===== src/rtl/coffee_brewer_if.sv =====
// Order/drink handshake bundle for the coffee brewer.
// The brewer connects through the slave modport; the order source and drink consumer use master.
interface coffee_brewer_if;
  logic       order_valid;
  logic       order_ready;
  logic       order_size;
  logic       order_milk;
  logic       order_foam;
  logic       drink_valid;
  logic       drink_ready;
  logic [1:0] drink_type;
  logic       reject;
  logic       busy;

  modport master (
    output order_valid, order_size, order_milk, order_foam, drink_ready,
    input  order_ready, drink_valid, drink_type, reject, busy
  );

  modport slave (
    input  order_valid, order_size, order_milk, order_foam, drink_ready,
    output order_ready, drink_valid, drink_type, reject, busy
  );
endinterface


===== src/rtl/coffee_brewer.sv =====
// Coffee brewer: order FIFO feeding a BREW/MILK/FOAM/DONE stage machine.
// Optional feature macro COFFEE_BREWER_STATS_EN adds a 16-bit served_count port
// that counts drink handshakes.
module coffee_brewer #(
  parameter int BREW_CYCLES = 4,
  parameter int MILK_CYCLES = 3,
  parameter int FOAM_CYCLES = 2,
  parameter int QUEUE_DEPTH = 4
) (
  input  logic clk,
  input  logic rst,
`ifdef COFFEE_BREWER_STATS_EN
  output logic [15:0] served_count,
`endif
  coffee_brewer_if.slave bus
);

  localparam logic [2:0] S_IDLE = 3'd0;
  localparam logic [2:0] S_BREW = 3'd1;
  localparam logic [2:0] S_MILK = 3'd2;
  localparam logic [2:0] S_FOAM = 3'd3;
  localparam logic [2:0] S_DONE = 3'd4;

  localparam logic [1:0] T_NONE  = 2'd0;
  localparam logic [1:0] T_ESP   = 2'd1;
  localparam logic [1:0] T_LATTE = 2'd2;
  localparam logic [1:0] T_CAPP  = 2'd3;

  localparam int PTR_W = (QUEUE_DEPTH > 1) ? $clog2(QUEUE_DEPTH) : 1;
  localparam int CNT_W = PTR_W + 1;
  localparam logic [CNT_W-1:0] FULL_COUNT = CNT_W'(QUEUE_DEPTH);

  // Stage counters run 0..len-1, so the terminal value is len-1.
  localparam logic [15:0] BREW_LAST_S = 16'(BREW_CYCLES - 1);
  localparam logic [15:0] BREW_LAST_L = 16'(2 * BREW_CYCLES - 1);
  localparam logic [15:0] MILK_LAST   = 16'(MILK_CYCLES - 1);
  localparam logic [15:0] FOAM_LAST   = 16'(FOAM_CYCLES - 1);

  logic [2:0]       r_state;
  logic [15:0]      r_stageCnt;
  logic [1:0]       r_curType;
  logic             r_curSize;
  logic [2:0]       r_mem [QUEUE_DEPTH];
  logic [PTR_W-1:0] r_wrPtr;
  logic [PTR_W-1:0] r_rdPtr;
  logic [CNT_W-1:0] r_count;
  logic             r_reject;

  logic        w_full;
  logic        w_empty;
  logic        w_accept;
  logic        w_codeValid;
  logic [1:0]  w_orderType;
  logic        w_push;
  logic        w_pop;
  logic        w_drinkDone;
  logic [15:0] w_stageLast;
  logic        w_stageEnd;

  assign w_full      = (r_count == FULL_COUNT);
  assign w_empty     = (r_count == '0);
  assign w_accept    = bus.order_valid && bus.order_ready;
  assign w_push      = w_accept && w_codeValid;
  assign w_pop       = (r_state == S_IDLE) && !w_empty;
  assign w_drinkDone = (r_state == S_DONE) && bus.drink_ready;
  assign w_stageEnd  = (r_stageCnt == w_stageLast);

  // Decode {size,milk,foam}; milk is only offered on LARGE and foam only with milk.
  always_comb begin
    w_orderType = T_NONE;
    w_codeValid = 1'b0;
    case ({bus.order_size, bus.order_milk, bus.order_foam})
      3'b000, 3'b100: begin
        w_orderType = T_ESP;
        w_codeValid = 1'b1;
      end
      3'b110: begin
        w_orderType = T_LATTE;
        w_codeValid = 1'b1;
      end
      3'b111: begin
        w_orderType = T_CAPP;
        w_codeValid = 1'b1;
      end
      default: begin
        w_orderType = T_NONE;
        w_codeValid = 1'b0;
      end
    endcase
  end

  // Pick the terminal count for whichever stage is currently running.
  always_comb begin
    w_stageLast = 16'd0;
    case (r_state)
      S_BREW:  w_stageLast = r_curSize ? BREW_LAST_L : BREW_LAST_S;
      S_MILK:  w_stageLast = MILK_LAST;
      S_FOAM:  w_stageLast = FOAM_LAST;
      default: w_stageLast = 16'd0;
    endcase
  end

  // FIFO storage holds {type,size}; contents need no reset because occupancy gates every read.
  always_ff @(posedge clk) begin
    if (w_push) begin
      r_mem[r_wrPtr] <= {w_orderType, bus.order_size};
    end
  end

  // FIFO pointers and occupancy; a coinciding push and pop leave the count unchanged.
  always_ff @(posedge clk) begin
    if (rst) begin
      r_wrPtr <= '0;
      r_rdPtr <= '0;
      r_count <= '0;
    end else begin
      if (w_push) begin
        r_wrPtr <= r_wrPtr + PTR_W'(1);
      end
      if (w_pop) begin
        r_rdPtr <= r_rdPtr + PTR_W'(1);
      end
      case ({w_push, w_pop})
        2'b10:   r_count <= r_count + CNT_W'(1);
        2'b01:   r_count <= r_count - CNT_W'(1);
        default: r_count <= r_count;
      endcase
    end
  end

  // Drink stage machine: IDLE pops an order, then each stage runs for its length.
  always_ff @(posedge clk) begin
    if (rst) begin
      r_state    <= S_IDLE;
      r_stageCnt <= 16'd0;
      r_curType  <= T_NONE;
      r_curSize  <= 1'b0;
    end else begin
      case (r_state)
        S_IDLE: begin
          if (!w_empty) begin
            {r_curType, r_curSize} <= r_mem[r_rdPtr];
            r_stageCnt <= 16'd0;
            r_state    <= S_BREW;
          end
        end
        S_BREW: begin
          if (w_stageEnd) begin
            r_stageCnt <= 16'd0;
            r_state    <= (r_curType == T_ESP) ? S_DONE : S_MILK;
          end else begin
            r_stageCnt <= r_stageCnt + 16'd1;
          end
        end
        S_MILK: begin
          if (w_stageEnd) begin
            r_stageCnt <= 16'd0;
            r_state    <= (r_curType == T_CAPP) ? S_FOAM : S_DONE;
          end else begin
            r_stageCnt <= r_stageCnt + 16'd1;
          end
        end
        S_FOAM: begin
          if (w_stageEnd) begin
            r_stageCnt <= 16'd0;
            r_state    <= S_DONE;
          end else begin
            r_stageCnt <= r_stageCnt + 16'd1;
          end
        end
        S_DONE: begin
          if (bus.drink_ready) begin
            r_state <= S_IDLE;
          end
        end
        default: begin
          r_state    <= S_IDLE;
          r_stageCnt <= 16'd0;
        end
      endcase
    end
  end

  // Invalid orders are swallowed and flagged for exactly the following cycle.
  always_ff @(posedge clk) begin
    if (rst) begin
      r_reject <= 1'b0;
    end else begin
      r_reject <= w_accept && !w_codeValid;
    end
  end

`ifdef COFFEE_BREWER_STATS_EN
  // Count completed drink handshakes; the counter wraps naturally at 16 bits.
  always_ff @(posedge clk) begin
    if (rst) begin
      served_count <= 16'd0;
    end else if (w_drinkDone) begin
      served_count <= served_count + 16'd1;
    end
  end
`endif

  // Outputs are forced to idle values for the whole time reset is held, not just after its first edge.
  assign bus.order_ready = !rst && !w_full;
  assign bus.drink_valid = !rst && (r_state == S_DONE);
  assign bus.drink_type  = bus.drink_valid ? r_curType : T_NONE;
  assign bus.reject      = !rst && r_reject;
  assign bus.busy        = !rst && ((r_state != S_IDLE) || !w_empty);

endmodule


===== src/flat_wrapper.sv =====
// flat-port wrapper written by rule: the top's interface ports become plain ports
module coffee_brewer_flat 
#(
  parameter int BREW_CYCLES = 4,
  parameter int MILK_CYCLES = 3,
  parameter int FOAM_CYCLES = 2,
  parameter int QUEUE_DEPTH = 4
)
  (clk, rst, bus_order_valid, bus_order_size, bus_order_milk, bus_order_foam, bus_drink_ready, bus_order_ready, bus_drink_valid, bus_drink_type, bus_reject, bus_busy);
  coffee_brewer_if bus_i ();
  input  logic clk;
  input  logic rst;
  input wire logic [$bits(bus_i.order_valid)-1:0] bus_order_valid;
  input wire logic [$bits(bus_i.order_size)-1:0] bus_order_size;
  input wire logic [$bits(bus_i.order_milk)-1:0] bus_order_milk;
  input wire logic [$bits(bus_i.order_foam)-1:0] bus_order_foam;
  input wire logic [$bits(bus_i.drink_ready)-1:0] bus_drink_ready;
  output wire logic [$bits(bus_i.order_ready)-1:0] bus_order_ready;
  output wire logic [$bits(bus_i.drink_valid)-1:0] bus_drink_valid;
  output wire logic [$bits(bus_i.drink_type)-1:0] bus_drink_type;
  output wire logic [$bits(bus_i.reject)-1:0] bus_reject;
  output wire logic [$bits(bus_i.busy)-1:0] bus_busy;
  assign bus_i.order_valid = bus_order_valid;
  assign bus_i.order_size = bus_order_size;
  assign bus_i.order_milk = bus_order_milk;
  assign bus_i.order_foam = bus_order_foam;
  assign bus_i.drink_ready = bus_drink_ready;
  assign bus_order_ready = bus_i.order_ready;
  assign bus_drink_valid = bus_i.drink_valid;
  assign bus_drink_type = bus_i.drink_type;
  assign bus_reject = bus_i.reject;
  assign bus_busy = bus_i.busy;
  coffee_brewer #(.BREW_CYCLES(BREW_CYCLES), .MILK_CYCLES(MILK_CYCLES), .FOAM_CYCLES(FOAM_CYCLES), .QUEUE_DEPTH(QUEUE_DEPTH)) u_core (.clk(clk), .rst(rst), .bus(bus_i));
endmodule

===== config.mk =====
export PLATFORM = sky130hd
export DESIGN_NAME = coffee_brewer_flat
export DESIGN_NICKNAME = d
export VERILOG_FILES = /design/src/rtl/coffee_brewer_if.sv /design/src/rtl/coffee_brewer.sv /design/src/flat_wrapper.sv
export SDC_FILE = /design/constraint.sdc
export NUM_CORES = 1
export LEC_CHECK = 0
export CAP_MARGIN = 10
export CORE_MARGIN = 2
export CORE_UTILIZATION = 45
export DETAILED_ROUTE_END_ITERATION = 8
export SLEW_MARGIN = 30
export SYNTH_ARGS = -nofsm -noshare
export SYNTH_HDL_FRONTEND = slang
export SYNTH_SLANG_ARGS = --single-unit

===== constraint.sdc =====
create_clock -name clk -period 3 [get_ports clk]
set_input_delay 0.3 -clock clk [delete_from_list [all_inputs] [get_ports clk]]
set_output_delay 0.3 -clock clk [all_outputs]
set_load 0.05 [all_outputs]

==> flow_summary.toml, run 1 <==
[floorplanning]
core.rowCount = 25
dieArea_mm2 = 0.00531
core_area_mm2 = 0.00466
ioPinCount = 13
die_y_um = 72.9
die_w_um = 72.9
start_util_pct = 45.8

[place]
portBuffers = 12
place_hpwl_mm = 2.67
gp_congestion = 0.760

[synthesis]
yosysTopAreaCellShare_pct = 28.1
yosys_warnings = 0
avgSynthCellArea_um2 = 9.71
seq_area_frac_synth_pct = 45.0
ys_ff_latch = 42
syn-cell-area_mm2 = 0.00214
synth_edf_count = 12
yosys_most_used_dff = "dfxtp_1"
synth_cells = 220
yosys.area.top_type = "dfxtp_1"
yosysUniqueCellTypes = 46
synth_nets = 234
async_flop_share_pct = 0
yosys-top-cells-area = "dfxtp_1 (28%), edfxtp_1 (17%), nor2_1 (7.0%)"

[grt]
grt_pass1_vias = 1429
grt_max_degree = 24
gr-total-overflow = 0
grt_first_pass_wirelength_mm = 6.70
grt_usage_pct = 16.2
grt_antenna_before_repair = 0

[power]
switching_share_pct = 38.3
vdd_drop_max_v = 0.000480
p_total_uw = 1720
combPwrFrac_pct = 37.4
pwr-share-seq_pct = 42.3
p_int_uw = 1060
powerDensity_mw_per_mm2 = 730
p_sw_uw = 661
p_clk_share_pct = 20.3
p_leak_uw = 0.000839

[clock_tree]
clock_latency_ns = 0.29
holdBufCountCts = 0
cts_setup_buffers = 0
cts_sinks = 42
ctsResizeCount = 0
cts_root_buffer = "clkbuf_8"
tritoncts = "yes"
numCtsBuffers = 5
cts.path.max_buffers = 2
clkTransAtPathRegs_ns = 0.08
h-tree-depth = 2

[outcome]
outcome = "completed"

[worst_setup_path]
reg2regPathDepth = 8
worst_setup_path_end_kind = "output port"
criticalPathCategory = "reg -> out"
worstReg2RegEnd = "u_core.r_count[2]"
cp.required_ns = 2.70
reg2reg_slack_ns = 0.53
r2r_start = "u_core.r_state[0]"
path_max_fanout = 11
crit_arrival_ns = 2.30
cp-start-kind = "flop"

[worst_hold_path]
hold_path.class = "reg -> reg"
hold_start = "u_core.r_curSize"
worstHoldEndpoint = "u_core.r_curSize"
holdPathStages = 2

[final_layout]
fillers = 457
area_delta_synth_final_pct = 10.6
multi_input_area_mm2 = 0.00108
diodes = 0
final_layout_size_suffix_gt1_share_pct = 11.1
seq_area_um2 = 961
nets = 247

[timing]
timing.hold.ws_ns = 0.509
hold_viol = 0
tns_ns = 0
worst_pin_slew_ns = 0.573
final_max_slew_viol_count = 0
max_freq_ghz = 0.384
fin_crit_sh_pct = 86.8
final-setup-viol-count = 0
slew_headroom_pct = 61.8
grt_setup_unrepaired = "false"
fin_crit_ns = 2.60
fin_skew_ns = 0.00727

[flow_run]
maxCapViolations = 0

[detailed_routing]
first_pass_iters = 4
vias = 1496
wl_mm = 3.73
avgRoutedWirePerCell_um = 12.9
drt_iter0_drc = 41
vias_per_cell = 5.19
drc = 0
antenna_left = 0
[cells by family (layout without fill, tap and decap cells)]
logic type	after synthesis	in the layout	synth area share, %
AOI/OAI and AO/OA	30	30	9.37
xor gates and xnor gates	17	17	6.97
adders and majority gates	7	7	4.45
buffers and inverters	19	33	4.57
DFF	42	42	45.0
muxes	7	7	5.04
and+or+nand+nor	98	98	24.6
[metrics by stage]
step | utilization [%] | setup WS [ns] | std cells | area (µm²)
after floorplan | - | 0.0837 | 220 | 2140
after global placement | 48.9 | 0.251 | 280 | 2280
after detailed placement | 48.9 | 0.219 | 280 | 2280
after CTS | 50.7 | 0.381 | 288 | 2360
after global routing | 50.7 | 0.223 | 288 | 2360
final | 50.7 | 0.396 | 288 | 2360
[cell usage after synthesis, types with 2 or more instances]
cell / instances
edfxtp_1: 12
ha_1: 6
clkbuf_1: 4
nor2_1: 40
and3_1: 5
nand2b_1: 4
and2_1: 7
mux4_2: 3
nand4_1: 6
dfxtp_1: 30
or3_1: 2
nand2_1: 13
buf_6: 3
xnor2_1: 6
inv_1: 9
mux2i_1: 4
nand3_1: 2
nor4_1: 3
a21oi_1: 12
nor2b_1: 5
and4_1: 2
o21ai_0: 3
xor2_1: 11
a31oi_1: 4
buf_2: 3
[power groups by stage]
stage,registers (µW),logic [µW],clock network [µW]
floorplan,694,548,0
global placement,743,650,0
detailed placement,743,652,0
CTS,730,656,363
global route,742,742,384
finish,730,645,349
[final cells by class]
type	count	share of cell area, %
flip-flops and latches	42	40.7
multi-input cells	159	45.6
repair buffers	16	5.93
well taps	54	2.86
clock buffers	6	3.07
clock inverters	2	0.424
inverters	9	1.43
[worst max-delay path by stage]
stage | slack, ns | start | cells after the start | end
4_1_cts | 0.38 | u_core.r_state[0] | 4 | bus_busy
5_1_grt | 0.22 | u_core.r_state[0] | 4 | bus_busy
2_1_floorplan | 0.08 | u_core.r_state[0] | 5 | bus_drink_type[0]
3_5_place_dp | 0.22 | bus_order_size | 11 | u_core.r_count[2]
6_report | 0.40 | u_core.r_state[0] | 4 | bus_busy
3_3_place_gp | 0.25 | bus_order_size | 11 | u_core.r_count[2]
[sequential cells by signal, indices dropped and copies added, names as in the netlist]
signal             flops
u_core.r_wrPtr         2
u_core.r_curType       2
u_core.r_stageCnt     16
u_core.r_rdPtr         2
u_core.r_mem          12
u_core.r_curSize       1
u_core.r_count         3
u_core.r_state         3
u_core.r_reject        1
[critical path, cell delays in order, from the launching register on]
cell             delay (ns)
dfxtp_1                0.54
or2_1                  0.43
nor2_1                 0.07
a21oi_1                0.16
clkdlybuf4s50_1        0.81
[cell usage in the layout, fill, tap and decap left out, types with 2 or more instances in the layout]
cell type,synthesis,final
nand2b_1,4,4
edfxtp_1,12,12
o21ai_0,3,3
a31oi_1,4,4
and4_1,2,2
nor4_1,3,3
nor2_1,40,40
xnor2_1,6,6
inv_1,9,9
nand2_1,13,13
clkbuf_8,0,5
nor2b_1,5,5
and3_1,5,5
clkdlybuf4s50_1,0,8
mux2i_1,4,4
mux4_2,3,3
nand3_1,2,2
clkinv_2,0,2
buf_4,0,8
or3_1,2,2
nand4_1,6,6
ha_1,6,6
a21oi_1,12,12
and2_1,7,7
xor2_1,11,11
dfxtp_1,30,30
[routing by layer]
metal | up-vias | routed length (µm) | global-route usage [%]
li1 | 787 | - | -
met1 | 682 | 1860 | 22.4
met2 | 22 | 1700 | 24.7
met3 | 5 | 119 | 3.73
met4 | 0 | 51 | 6.17
met5 | - | 0 | 0
No activity file was read; power rests on OpenSTA's default activity.
==> run 2: changes to the inputs <==
CORE_MARGIN = not set   (was 2)
==> run 2 against run 1 <==
Compared with the run above:
- flip-flop and latch count stayed put
- largest power group unchanged
- power is 5.2% higher
- clock power up 27%
- clock skew down 0.0023 ns
- register-to-register slack got worse by 0.03 ns
- routed wire length grew 7.3%
- sequential share of layout area is 0.28 points lower
==> flow_summary.toml, run 2 (synthesis gave the netlist of run 1 again) <==
[outcome]
outcome = "completed"

[clock_tree]
h-tree-depth = 2
ctsResizeCount = 0
numCtsBuffers = 5
cts_root_buffer = "clkbuf_8"
cts.path.max_buffers = 2
cts_sinks = 42
holdBufCountCts = 0
clock_latency_ns = 0.30
cts_setup_buffers = 0
tritoncts = "yes"
clkTransAtPathRegs_ns = 0.08

[power]
powerDensity_mw_per_mm2 = 763
vdd_drop_max_v = 0.000549
p_leak_uw = 0.000847

[detailed_routing]
vias_per_cell = 5.42
avgRoutedWirePerCell_um = 14.0
drc = 0
drt_iter0_drc = 82
wl_mm = 4.00
antenna_left = 0
vias = 1546
first_pass_iters = 4

[place]
dpl.cell_count = 277
place_hpwl_mm = 2.86
portBuffers = 12
gp_congestion = 0.760

[final_layout]
final_layout_size_suffix_gt1_share_pct = 11.2
fin_cells = 285
largest_reg_flops = 16
area_delta_synth_final_pct = 11.4
max_flop_register = "u_core.r_stageCnt"
final_cell_mix = "nor2_1 (40), dfxtp_1 (30), nand2_1 (13)"
fillers = 406
final_common_cell = "nor2_1"
diodes = 0
nets = 246
top_regs = "u_core.r_stageCnt: 16 flops, u_core.r_mem: 12 flops"

[worst_setup_path]
criticalPathCategory = "reg -> out"
cp-start-kind = "flop"
cp_num_buf_inv = 1
path_cells = "or2_1 > nor2_1 > a21oi_1 > clkdlybuf4s50_1"
worst_setup_path_end_kind = "output port"
critical_path_depth = 4
cp.required_ns = 2.70
reg2reg_slack_ns = 0.50
crit_arrival_ns = 2.31
path_max_fanout = 11
reg2regPathDepth = 8
critPathMaxStageDelay_ns = 0.82
cpMaxStageDelayCell = "clkdlybuf4s50_1"
critical_path.top_delay_family = "buffers and inverters"

[grt]
grt_first_pass_wirelength_mm = 7.06
grt_antenna_before_repair = 0
grt_usage_pct = 18.3
gr-total-overflow = 0
grt_max_degree = 24
grt_pass1_vias = 1581

[floorplanning]
core_area_mm2 = 0.00444
die_y_um = 70.9
ioPinCount = 13
dieArea_mm2 = 0.00503
die_w_um = 70.9
core.rowCount = 24
start_util_pct = 48.1

[flow_run]
maxCapViolations = 0

[timing]
slew_headroom_pct = 48.0
fin_crit_ns = 2.61
fin_skew_ns = 0.00494
grt_setup_unrepaired = "false"
max_freq_ghz = 0.383
worst_pin_slew_ns = 0.774
final_max_slew_viol_count = 0
fin_crit_sh_pct = 87.1
tns_ns = 0
hold_viol = 0
final-setup-viol-count = 0

[worst_hold_path]
hold_path.class = "reg -> reg"
holdPathStages = 2
-- run 2: cell types whose count changed in the layout (fill, tap and decap cells not counted) --
cell and delta:
clkbuf_1 -1, bufinv_16 +1, buf_4 -1
-- run 2: per-layer routing --
layer	global-route usage, %	vias to the layer above	wire length [µm]
met5	0	-	0
met3	5.70	4	144
met4	6.89	0	36
met2	31.7	21	2030
met1	21.3	734	1790
li1	-	787	-
-- run 2: final cells by class --
type                            count  area (µm²)  area share, %
Timing Repair Buffer               15         133           5.58
Sequential cell                    42         961           40.4
Multi-Input combinational cell    159        1080           45.3
Tap cell                           52        65.1           2.74
Inverter                            9        33.8           1.42
Clock inverter                      3        40.0           1.68
Clock buffer                        5        68.8           2.89
-- run 2: final timing paths --
path	start	end
setup reg to reg	u_core.r_state[0]	u_core.r_count[2]
hold / removal	u_core.r_stageCnt[15]	u_core.r_stageCnt[15]
hold reg to reg	u_core.r_stageCnt[15]	u_core.r_stageCnt[15]
setup / recovery	u_core.r_state[0]	bus_busy
-- run 2: where the power goes --
part,internal [µW],switching (µW),total [µW]
logic,254,387,641
clock network,245,198,443
registers,640,89.7,730
-- run 2: per-stage QoR --
stage                     power [µW]  utilization [%]  cell area, µm²  hold WS (ns)  setup slack, ns
final                           1810             53.5            2380         0.521            0.387
after detailed placement        1380             51.1            2270         0.500            0.161
after floorplan                 1240                -            2140         0.399           0.0837
after global placement          1360             51.1            2270         0.491            0.292
after global routing            1940             53.5            2380         0.549            0.229
after CTS                       1820             53.5            2380         0.526            0.382
-- run 2: worst register-to-register path, stage by stage (launching register included) --
cell and delay (ns):
dfxtp_1 0.42, or2_1 0.44, nor3_4 0.25, ha_1 0.21, inv_1 0.07, fa_1 0.43
xor2_1 0.16, or3_1 0.32, a21oi_1 0.15
